**src/rtl/sevenseg_scan_ctrl_if.sv**
```systemverilog
// CPU-side register bus of the seven-segment scan controller.
// The master drives writes and the read address; the slave returns registered read data.
interface sevenseg_scan_ctrl_if;
  logic        wr_en;
  logic [1:0]  addr;
  logic [31:0] wdata;
  logic [31:0] rdata;

  modport master (output wr_en, addr, wdata, input rdata);
  modport slave  (input wr_en, addr, wdata, output rdata);
endinterface

```
**src/rtl/sevenseg_scan_ctrl.sv**
```systemverilog
// Time-multiplexed scan controller for a common-anode seven-segment display.
// CPU writes land in shadow registers, which are copied to the active set only at frame boundaries.
module sevenseg_scan_ctrl #(
  parameter int DIGITS      = 8,
  parameter int DEFAULT_DIV = 6250,
  parameter int DEAD_CYCLES = 500
) (
  input  logic                clk,
  input  logic                rst,
  sevenseg_scan_ctrl_if.slave bus,
  output logic [DIGITS-1:0]   o_an,
  output logic [6:0]          o_seg,
  output logic                o_frame_tick
);

  localparam int              IW         = (DIGITS > 1) ? $clog2(DIGITS) : 1;
  localparam int              VW         = 4 * DIGITS;
  localparam logic [15:0]     DEAD_LEN   = 16'(DEAD_CYCLES);
  localparam logic [15:0]     MIN_DIV    = 16'(DEAD_CYCLES + 2);
  localparam logic [15:0]     RESET_DIV  = 16'(DEFAULT_DIV);
  localparam logic [IW-1:0]   LAST_DIGIT = IW'(DIGITS - 1);

  localparam logic [1:0] ST_IDLE = 2'd0;
  localparam logic [1:0] ST_ON   = 2'd1;
  localparam logic [1:0] ST_DEAD = 2'd2;

  function automatic logic [6:0] hex_decode(input logic [3:0] nib);
    case (nib)
      4'h0: hex_decode = 7'b0000001;
      4'h1: hex_decode = 7'b1001111;
      4'h2: hex_decode = 7'b0010010;
      4'h3: hex_decode = 7'b0000110;
      4'h4: hex_decode = 7'b1001100;
      4'h5: hex_decode = 7'b0100100;
      4'h6: hex_decode = 7'b0100000;
      4'h7: hex_decode = 7'b0001111;
      4'h8: hex_decode = 7'b0000000;
      4'h9: hex_decode = 7'b0000100;
      4'hA: hex_decode = 7'b0001000;
      4'hB: hex_decode = 7'b1100000;
      4'hC: hex_decode = 7'b0110001;
      4'hD: hex_decode = 7'b1000010;
      4'hE: hex_decode = 7'b0110000;
      default: hex_decode = 7'b0111000;
    endcase
  endfunction

  logic [VW-1:0]     sh_value, act_value, nxt_sh_value, nxt_act_value;
  logic [DIGITS-1:0] sh_mask, act_mask, nxt_sh_mask, nxt_act_mask;
  logic [15:0]       sh_div, act_div, nxt_sh_div, nxt_act_div;
  logic              sh_en, act_en, nxt_sh_en, nxt_act_en;

  logic [1:0]        state, nxt_state;
  logic [IW-1:0]     digit, nxt_digit;
  logic [15:0]       cnt, nxt_cnt;
  logic [15:0]       div_eff, on_len;
  logic              load, kill;
  logic [DIGITS-1:0] an_d;
  logic [6:0]        seg_d;
  logic              tick_d;
  logic [31:0]       rdata_d;

  always_comb begin
    nxt_sh_value = sh_value;
    nxt_sh_mask  = sh_mask;
    nxt_sh_div   = sh_div;
    nxt_sh_en    = sh_en;
    if (bus.wr_en) begin
      case (bus.addr)
        2'd0:    nxt_sh_value = bus.wdata[VW-1:0];
        2'd1:    nxt_sh_mask  = bus.wdata[DIGITS-1:0];
        2'd2:    nxt_sh_div   = bus.wdata[15:0];
        default: nxt_sh_en    = bus.wdata[0];
      endcase
    end
  end

  // The clamp keeps at least two ON cycles per slot whatever the CPU programs.
  assign div_eff = (act_div < MIN_DIV) ? MIN_DIV : act_div;
  assign on_len  = div_eff - DEAD_LEN;
  assign kill    = bus.wr_en && (bus.addr == 2'd3) && !bus.wdata[0];

  always_comb begin
    nxt_state = state;
    nxt_digit = digit;
    nxt_cnt   = cnt;
    load      = 1'b0;
    case (state)
      ST_ON: begin
        if (cnt == on_len - 16'd1) begin
          nxt_state = ST_DEAD;
          nxt_cnt   = '0;
        end else begin
          nxt_cnt = cnt + 16'd1;
        end
      end
      ST_DEAD: begin
        if (cnt == DEAD_LEN - 16'd1) begin
          nxt_state = ST_ON;
          nxt_cnt   = '0;
          if (digit == LAST_DIGIT) begin
            nxt_digit = '0;
            load      = 1'b1;
          end else begin
            nxt_digit = digit + IW'(1);
          end
        end else begin
          nxt_cnt = cnt + 16'd1;
        end
      end
      default: begin
        if (act_en) begin
          nxt_state = ST_ON;
          nxt_digit = '0;
          nxt_cnt   = '0;
        end else begin
          load = 1'b1;
        end
      end
    endcase
    // Disabling is not deferred to the frame end: stop at once and resync the active set.
    if (kill) begin
      nxt_state = ST_IDLE;
      nxt_digit = '0;
      nxt_cnt   = '0;
      load      = 1'b1;
    end
  end

  assign nxt_act_value = load ? nxt_sh_value : act_value;
  assign nxt_act_mask  = load ? nxt_sh_mask  : act_mask;
  assign nxt_act_div   = load ? nxt_sh_div   : act_div;
  assign nxt_act_en    = load ? nxt_sh_en    : act_en;

  always_comb begin
    an_d  = '1;
    seg_d = 7'h7F;
    if (nxt_state == ST_ON) begin
      seg_d = hex_decode(nxt_act_value[{nxt_digit, 2'b00} +: 4]);
      if (nxt_act_mask[nxt_digit]) an_d[nxt_digit] = 1'b0;
    end
  end

  // The tick is high during the last blanking cycle of the final digit, i.e. the load cycle.
  assign tick_d = (nxt_state == ST_DEAD) && (nxt_cnt == DEAD_LEN - 16'd1) &&
                  (nxt_digit == LAST_DIGIT);

  always_comb begin
    case (bus.addr)
      2'd0:    rdata_d = 32'(sh_value);
      2'd1:    rdata_d = 32'(sh_mask);
      2'd2:    rdata_d = {16'h0000, sh_div};
      default: rdata_d = {31'h0, sh_en};
    endcase
  end

  always_ff @(posedge clk or posedge rst) begin
    if (rst) begin
      sh_value     <= '0;
      sh_mask      <= '1;
      sh_div       <= RESET_DIV;
      sh_en        <= 1'b0;
      act_value    <= '0;
      act_mask     <= '1;
      act_div      <= RESET_DIV;
      act_en       <= 1'b0;
      state        <= ST_IDLE;
      digit        <= '0;
      cnt          <= '0;
      o_an         <= '1;
      o_seg        <= 7'h7F;
      o_frame_tick <= 1'b0;
      bus.rdata    <= '0;
    end else begin
      sh_value     <= nxt_sh_value;
      sh_mask      <= nxt_sh_mask;
      sh_div       <= nxt_sh_div;
      sh_en        <= nxt_sh_en;
      act_value    <= nxt_act_value;
      act_mask     <= nxt_act_mask;
      act_div      <= nxt_act_div;
      act_en       <= nxt_act_en;
      state        <= nxt_state;
      digit        <= nxt_digit;
      cnt          <= nxt_cnt;
      o_an         <= an_d;
      o_seg        <= seg_d;
      o_frame_tick <= tick_d;
      bus.rdata    <= rdata_d;
    end
  end

endmodule

```
**src/flat_wrapper.sv**
```systemverilog
// flat-port wrapper written by rule: the top's interface ports become plain ports
module sevenseg_scan_ctrl_flat 
#(
  parameter int DIGITS      = 8,
  parameter int DEFAULT_DIV = 6250,
  parameter int DEAD_CYCLES = 500
)
  (clk, rst, o_an, o_seg, o_frame_tick, bus_wr_en, bus_addr, bus_wdata, bus_rdata);
  sevenseg_scan_ctrl_if bus_i ();
  input  logic clk;
  input  logic rst;
  output logic [DIGITS-1:0] o_an;
  output logic [6:0] o_seg;
  output logic o_frame_tick;
  input wire logic [$bits(bus_i.wr_en)-1:0] bus_wr_en;
  input wire logic [$bits(bus_i.addr)-1:0] bus_addr;
  input wire logic [$bits(bus_i.wdata)-1:0] bus_wdata;
  output wire logic [$bits(bus_i.rdata)-1:0] bus_rdata;
  assign bus_i.wr_en = bus_wr_en;
  assign bus_i.addr = bus_addr;
  assign bus_i.wdata = bus_wdata;
  assign bus_rdata = bus_i.rdata;
  sevenseg_scan_ctrl #(.DIGITS(DIGITS), .DEFAULT_DIV(DEFAULT_DIV), .DEAD_CYCLES(DEAD_CYCLES)) u_core (.clk(clk), .rst(rst), .bus(bus_i), .o_an(o_an), .o_seg(o_seg), .o_frame_tick(o_frame_tick));
endmodule
```
**config.mk**
```make
export PLATFORM = sky130hd
export DESIGN_NAME = sevenseg_scan_ctrl_flat
export DESIGN_NICKNAME = d
export VERILOG_FILES = /design/src/rtl/sevenseg_scan_ctrl_if.sv /design/src/rtl/sevenseg_scan_ctrl.sv /design/src/flat_wrapper.sv
export SDC_FILE = /design/constraint.sdc
export NUM_CORES = 1
export LEC_CHECK = 0
export CAP_MARGIN = 20
export CORE_UTILIZATION = 62
export CTS_CLUSTER_DIAMETER = 150
export DETAILED_ROUTE_END_ITERATION = 6
export PLACE_DENSITY = 0.85
export SETUP_SLACK_MARGIN = 0.1
export SKIP_CTS_REPAIR_TIMING = 1
export SYNTH_ARGS = -nofsm -noshare
export SYNTH_HDL_FRONTEND = slang
export SYNTH_SLANG_ARGS = --single-unit
```
**constraint.sdc**
```tcl
create_clock -name clk -period 12.2 [get_ports clk]
set_clock_uncertainty 0.15 [all_clocks]
set_input_delay 2.44 -clock clk [delete_from_list [all_inputs] [get_ports clk]]
set_output_delay 2.44 -clock clk [all_outputs]
set_load 0.01 [all_outputs]
```
==> out/qor.csv, run 1 <==
metric,value,unit
yosysSeqAreaShare,51.81,%
port-buffer-count,84,
core,13990,sq um
pre_cts_slack,4.079,ns
antenna_left,0,
fin_nets,897,
synth.distinct_cells,74,
cts_buffers,17,
final_area,10560,sq um
drive_gt1_share,25.32,%
status,finished clean,
fin_cells,1041,
rr_worst_depth,14,
clock.fmax,125.8,MHz
grt_use_total,33.16,%
drc_errors,0,
p_int,0.001539,W
arrival,8.15,ns
cts.path.max_buffers,2,
p_clk_share,24.6,%
place_area,9893,sq um
cpMostUsedCell,mux2_2,
worstPathRequired,12.40,ns
grt_first_pass_wirelength,36450,um
cts_tree,done,
cts_max_level,4,
clk_pin_slew_worst_paths,0.07,ns
first_pass_iters,5,
start_util,63.93,%
worstSetupStartpointType,primary input,
top_level_ports,85,
slew_violations,0,
dp.cells,1008,
routed_wl,23770,um
dp_hpwl,15560,um
fin_crit_sh,65.14,%
p_sw_share,35.76,%
postSynthCellCount,778,
area_delta_synth_final,18.06,%
clk_latency,0.44,ns
die_w,122.1,um
power_density,226.9,nW/um^2
grt_max_degree,121,
place.gp.congestion,0.8898,
r2r_slack,6.04,ns
n_antenna_cell,0,
hold_viol_final,0,
syn-cell-area,8942,sq um
crit_fanout,23,
irDropWorstVdd,138.1,uV
crit_type,primary input to flip-flop,
syn_nets,827,
endpoint,u_core.o_seg[3],
vias_per_cell,6.483,
slowest_stage,a311oi_1,
worst_slew_pin_slew,1.159,ns
end_kind,flip-flop,
cp.depth,16,
grt_pass1_vias,6554,
crit_buf_inv,4,
max_stage_delay,0.84,ns
finalWorstSetupSlack,4.253,ns
finalCriticalPeriod,7.947,ns
hold_ws,0.3422,ns
async_flop_share,100.0,%
synth_seq_cells,183,
seqPwrFrac,38.9,%
antenna_found_initial,0,
worstReg2RegStart,u_core.state[0],
die-area,14910,sq um
drtIter0Drc,641,
synth_edf_count,0,
wire_per_inst,22.83,um
fin_tns_setup,0,ns
r2r_end,u_core.o_seg[3],
setup_viol,0,
synth_warnings,0,
max_cap_violations,0,
cts.sinks,183,
ys.flop_type,dfrtp_1,
path_cells,"clkdlybuf4s50_1, buf_4, nor2_1, and2_1, buf_4, mux2_2, mux2_2, mux2_2, nand2_1, o21ai_0, a311oi_1, inv_1, ha_1, nand2_1, mux2i_1, or4_1",
rows,43,
vias,6749,
grt_overflow,0,
final_cell_mix,"140 x dfrtp_1, 118 x mux2_2, 84 x clkdlybuf4s50_1, 51 x nor2_1, 45 x nand2_1",
crit_start,bus_addr[0],
cts_root_buffer,clkbuf_16,
critPathTopFamily,simple AND/OR/NAND/NOR gates,
p_comb_share,36.5,%
avgSynthCellArea,11.49,sq um
die_y,122.1,um
rsz0062_at_grt,false,
final_common_cell,dfrtp_1,
p_sw,0.0008567,W
hp-class,flip-flop to flip-flop,
p_leak,4.423,nW
relSlewSlack,22.76,%
[cell type report]
cell class,count,area (sq um)
flip-flops and latches,183,4633
well taps,180,225.2
inverters,19,76.32
clock buffers,17,425.4
fillers,865,3431
repair buffers,91,913.4
clock inverters,15,211.5
multi-input cells,536,4073
[power by group through the flow]
stage | clock (W) | combinational [W] | sequential, W
5_1_grt | 0.000620 | 0.000935 | 0.000950
2_1_floorplan | 0 | 0.000629 | 0.000885
3_5_place_dp | 0 | 0.000834 | 0.000930
3_3_place_gp | 0 | 0.000799 | 0.000917
4_1_cts | 0.000594 | 0.000854 | 0.000927
6_report | 0.000590 | 0.000874 | 0.000932
[routing by layer]
| layer | wire (um) | global-route usage, % | vias up | part of all wire, % |
|---|---|---|---|---|
| met4 | 465 | 10.98 | 0 | 2.0 |
| met2 | 11760 | 54.63 | 335 | 49 |
| met5 | 0 | 0 | - | 0 |
| met1 | 10090 | 44.13 | 3433 | 42 |
| met3 | 1452 | 6.507 | 38 | 6.1 |
| li1 | - | - | 2943 | - |
[metrics by stage]
stage / util (%) / power [W]
floorplan: - / 0.001514
global placement: 70.72 / 0.001716
detailed placement: 70.72 / 0.001765
CTS: 75.28 / 0.002374
global route: 75.47 / 0.002505
finish: 75.47 / 0.002396
[cell usage after synthesis, drive strengths merged, types with 12 or more instances]
cell type    n  area (sq um)
a21oi       13         68.82
and2        21         131.4
buf         12         67.56
clkbuf      28         105.1
dfrtp      140          3503
dfstp       43          1130
ha          12         150.1
inv         19         71.32
mux2       118          1329
mux2i       28         280.3
nand2       45         168.9
nand3       31         155.2
nor2        51         191.4
nor3        19         95.09
o21ai       38         193.9
xnor2       13         113.9
[registers in the layout, indices dropped and copies added (netlist names), 7 cells and up]
register / flops
u_core.o_seg: 7
u_core.bus.rdata: 32
u_core.act_mask: 8
u_core.act_value: 32
u_core.o_an: 8
u_core.cnt: 16
u_core.sh_div: 16
u_core.sh_value: 32
u_core.sh_mask: 8
u_core.act_div: 16
[cells by family after synthesis]
| logic type | share of synthesized area (%) |
|---|---|
| flip-flops | 51.81 |
| buffers and inverters | 2.728 |
| adder cells (fa/ha/maj) | 1.679 |
| multiplexers | 18.25 |
| AND/OR/NAND/NOR | 13.56 |
| XOR/XNOR | 2.602 |
| AO/OA/AOI/OAI | 9.375 |
[worst min-delay path by stage]
stage	startpoint	slack, ns	cells after the start	end
floorplan	u_core.sh_div[2]	0.29	2	u_core.bus.rdata[2]
global placement	u_core.sh_value[24]	0.31	1	u_core.bus.rdata[24]
detailed placement	u_core.sh_value[29]	0.31	1	u_core.bus.rdata[29]
CTS	u_core.sh_value[25]	0.34	1	u_core.bus.rdata[25]
global route	u_core.sh_value[17]	0.36	1	u_core.bus.rdata[17]
finish	u_core.sh_value[19]	0.34	1	u_core.bus.rdata[19]
Power figures use the tool's default switching activity.
==> inputs of run 2 (changes only) <==
Settings changed: CORE_UTILIZATION 62 to 58, PLACE_DENSITY 0.85 to 0.81.
Clock period 12.2 ns to 7.9 ns, I/O delays scaled along.
==> out/qor.csv, run 2 (synthesized netlist as in run 1, its figures left out) <==
metric,value,unit
power_density,341.4,nW/um^2
worst_slew_pin_slew,0.9922,ns
slowest_stage,a311oi_1,
die-area,15920,sq um
drc_errors,0,
drtIter0Drc,493,
path_cells,"clkdlybuf4s50_1, buf_4, and4b_1, nor2_1, o21ai_4, buf_16, mux2_2, mux2_2, nand2_1, o21ai_0, a311oi_1, inv_1, ha_1, nand2_1, mux2i_1, or4_1",
dp.cells,1017,
crit_start,bus_addr[0],
critPathTopFamily,simple AND/OR/NAND/NOR gates,
nFillCells,1010,
cts_tree,done,
vias,6462,
clk_latency,0.44,ns
crit_fanout,27,
rows,45,
rsz0062_at_grt,false,
grt_pass1_vias,6577,
largestRegisters,"u_core.act_value x32, u_core.bus.rdata x32, u_core.sh_value x32",
final_cell_mix,"140 x dfrtp_1, 118 x mux2_2, 84 x clkdlybuf4s50_1, 51 x nor2_1, 45 x nand2_1",
register_area,4633,sq um
pre_cts_slack,1.142,ns
hold_viol_final,0,
area_delta_synth_final,18.20,%
hp-class,flip-flop to flip-flop,
crit_buf_inv,4,
grt_overflow,0,
fin_cells,1052,
cts_buffers,17,
wire_per_inst,20.10,um
cts_root_buffer,clkbuf_16,
top_level_ports,85,
final_common_cell,dfrtp_1,
first_pass_iters,6,
grt_first_pass_wirelength,34480,um
clock.fmax,160.6,MHz
worstSetupStartpointType,primary input,
fin_crit_sh,78.81,%
start_util,59.04,%
place.gp.congestion,0.8970,
arrival,6.43,ns
cts.sinks,183,
finalCriticalPeriod,6.226,ns
irDropWorstVdd,196.0,uV
grt_use_total,28.28,%
routed_wl,21150,um
die_w,126.2,um
cts.path.max_buffers,2,
port-buffer-count,84,
cts_max_level,4,
antenna_found_initial,1,
max_cap_violations,0,
slew_violations,0,
antenna_left,0,
core,15150,sq um
grt_max_degree,96,
worstReg2RegStart,u_core.state[0],
die_y,126.2,um
p_leak,4.421,nW
worstPathRequired,8.10,ns
power,0.003608,W
finalWorstSetupSlack,1.674,ns
vias_per_cell,6.143,
clk_pin_slew_worst_paths,0.08,ns
multiInputGateArea,4073,sq um
drive_gt1_share,25.58,%
relSlewSlack,33.73,%
min-delay-start,u_core.sh_value[23],
hold_ws,0.3301,ns
crit_type,primary input to flip-flop,
n_antenna_cell,0,
end_kind,flip-flop,
fin_tns_setup,0,ns
fin_nets,900,
dp_hpwl,15030,um
setup_viol,0,
status,finished clean,
max_stage_delay,0.76,ns
[run 2: cell type report]
cell class,count,share of cell area [%]
clock buffer,17,4.025
clock inverter,15,1.716
inverter,19,0.7221
multi-input combinational,536,38.53
sequential,183,43.83
tap,188,2.225
timing repair buffer,94,8.949
[run 2: worst reg2reg max path: cells and delay by family (launching register included)]
| family | cells | cell delay (ns) |
|---|---|---|
| AO/OA/AOI/OAI | 5 | 2.23 |
| AND/OR/NAND/NOR | 3 | 1.36 |
| adder cells (fa/ha/maj) | 2 | 0.96 |
| multiplexers | 2 | 0.42 |
| flip-flops | 1 | 0.39 |
| buffers and inverters | 2 | 0.28 |
[run 2: worst paths after layout]
path	cells after the start	to	slack (ns)
max	16	u_core.o_seg[3]	1.67
min	1	u_core.bus.rdata[23]	0.33
max reg2reg	14	u_core.o_seg[3]	2.03
min reg2reg	1	u_core.bus.rdata[23]	0.33
max in group asynchronous	4	u_core.act_div[3]	4.71
min in group asynchronous	2	u_core.bus.rdata[26]	1.52
[run 2: per-layer routing]
metal  vias to the layer above  part of all wire (%)  track usage, %
met5                         -                     0               0
met4                         0                   2.2           9.922
met3                        34                   6.3           6.075
met2                       234                    48           45.82
met1                      3236                    43           37.85
li1                       2958                     -               -
[run 2: power breakdown]
group / total [W] / switching, W / internal [W] / leakage (nW)
sequential: 0.00143 / 0.000184 / 0.00124 / 2.19
combinational: 0.00132 / 0.000690 / 0.000633 / 1.94
clock: 0.000859 / 0.000405 / 0.000454 / 0.293
[run 2: stage by stage]
stage	cell area [sq um]	util, %
finish	10570	69.79
global route	10570	69.79
CTS	10520	69.44
detailed placement	9911	65.44
global placement	9911	65.44
floorplan	8942	-
==> inputs of run 3 (changes only) <==
Settings changed: CORE_UTILIZATION 58 to 52, PLACE_DENSITY 0.81 to 0.76.
Clock period 7.9 ns to 5.3 ns, I/O delays scaled along.
==> out/qor.csv, run 3 (synthesized netlist as in run 1, its figures left out) <==
metric,value,unit
grt_max_degree,92,
use_met1,35.77,%
fin_tns_setup,0,ns
first_pass_iters,5,
port-buffer-count,84,
vias,6533,
power_density,509.0,nW/um^2
crit_start,u_core.cnt[9],
seqPwrFrac,38.6,%
p_leak,4.493,nW
routed_wl,22000,um
hold_viol_final,0,
top_level_ports,85,
largestRegisters,"u_core.act_value x32, u_core.bus.rdata x32, u_core.sh_value x32",
slowest_stage,or4_4,
slew_violations,0,
grt_overflow,0,
wire_per_inst,20.07,um
vias_per_cell,5.961,
start_util,53.54,%
drtIter0Drc,461,
hold_ws,0.3277,ns
p_clk_share,23.4,%
cts_buffers,17,
worstPathRequired,5.49,ns
grt_pass1_vias,6646,
end_kind,flip-flop,
cts.sinks,183,
fin_nets,912,
clk_pin_slew_worst_paths,0.07,ns
rsz0062_at_grt,false,
relSlewSlack,43.22,%
p_sw_share,35.42,%
clock.fmax,209.9,MHz
critPathTopFamily,simple AND/OR/NAND/NOR gates,
final_cell_mix,"140 x dfrtp_1, 118 x mux2_2, 84 x clkdlybuf4s50_1, 51 x nor2_1, 45 x nand2_1",
die_w,133.1,um
cts_tree,done,
finalCriticalPeriod,4.764,ns
crit_fanout,14,
cts_root_buffer,clkbuf_16,
grt_first_pass_wirelength,35450,um
setup_viol,0,
p_sw,0.001933,W
area_delta_synth_final,19.92,%
use_met3,4.528,%
antenna_found_initial,0,
busiest_layer,met2,
p_int,0.003525,W
fin_crit_sh,89.89,%
path_cells,"or4_4, or4_4, o21ai_4, mux2_2, mux2_2, nand2_1, o21ai_0, a311oi_1, inv_1, ha_1, nand2_1, mux2i_1, or4_1",
place.gp.congestion,0.9022,
min-delay-start,u_core.sh_value[25],
n_antenna_cell,0,
crit_buf_inv,1,
p_comb_share,38.1,%
worstReg2RegStart,u_core.cnt[9],
worst_slew_pin_slew,0.8500,ns
max_stage_delay,0.58,ns
status,finished clean,
core,16700,sq um
final_common_cell,dfrtp_1,
arrival,4.96,ns
crit_type,flip-flop to flip-flop,
die-area,17720,sq um
irDropWorstVdd,275.0,uV
grt_use_total,26.25,%
drc_errors,0,
hp-class,flip-flop to flip-flop,
die_y,133.1,um
dp_hpwl,15970,um
cts.path.max_buffers,2,
antenna_left,0,
max_cap_violations,0,
cts_max_level,4,
met2_usage,42.73,%
rows,47,
drive_gt1_share,26.71,%
clk_latency,0.44,ns
worstSetupStartpointType,flip-flop,
[run 3: worst paths after layout]
| check | slack (ns) | depth (start not counted) | to |
|---|---|---|---|
| hold / removal | 0.33 | 1 | u_core.bus.rdata[25] |
| setup / recovery | 0.54 | 13 | u_core.o_seg[6] |
| min in group asynchronous | 0.78 | 2 | u_core.bus.rdata[17] |
| max in group asynchronous | 3.46 | 3 | u_core.act_mask[1] |
| hold reg to reg | 0.33 | 1 | u_core.bus.rdata[25] |
| setup reg to reg | 0.54 | 13 | u_core.o_seg[6] |
[run 3: cell type report]
class	instances	area (sq um)
clock buffers	17	425.4
clock inverters	15	181.4
fillers	1254	5977
inverters	19	75.07
multi-input cells	536	4078
flip-flops and latches	183	4633
well taps	220	275.3
repair buffers	106	1056
[run 3: power groups by stage]
stage / combinational (W) / sequential (W) / clock (W)
5_1_grt: 0.00226 / 0.00215 / 0.00135
2_1_floorplan: 0.00145 / 0.00204 / 0
3_3_place_gp: 0.00198 / 0.00210 / 0
3_5_place_dp: 0.00205 / 0.00212 / 0
4_1_cts: 0.00208 / 0.00210 / 0.00130
6_report: 0.00208 / 0.00210 / 0.00127
[run 3: metrics by stage]
stage	worst slack, ns	total power (W)	cell area, sq um	cells	utilization, %
2_1_floorplan	0.1780	0.003488	8952	778	-
3_3_place_gp	0.4437	0.004081	10120	1064	60.58
3_5_place_dp	0.2950	0.004171	10120	1064	60.58
4_1_cts	0.5736	0.005479	10720	1096	64.21
5_1_grt	0.2724	0.005768	10720	1096	64.21
6_report	0.5360	0.005458	10720	1096	64.21
[run 3: layer usage]
metal / share of wire (%) / vias up
li1: - / 2990
met1: 43 / 3290
met2: 49 / 219
met3: 5.6 / 34
met4: 2.4 / 0
met5: 0 / -
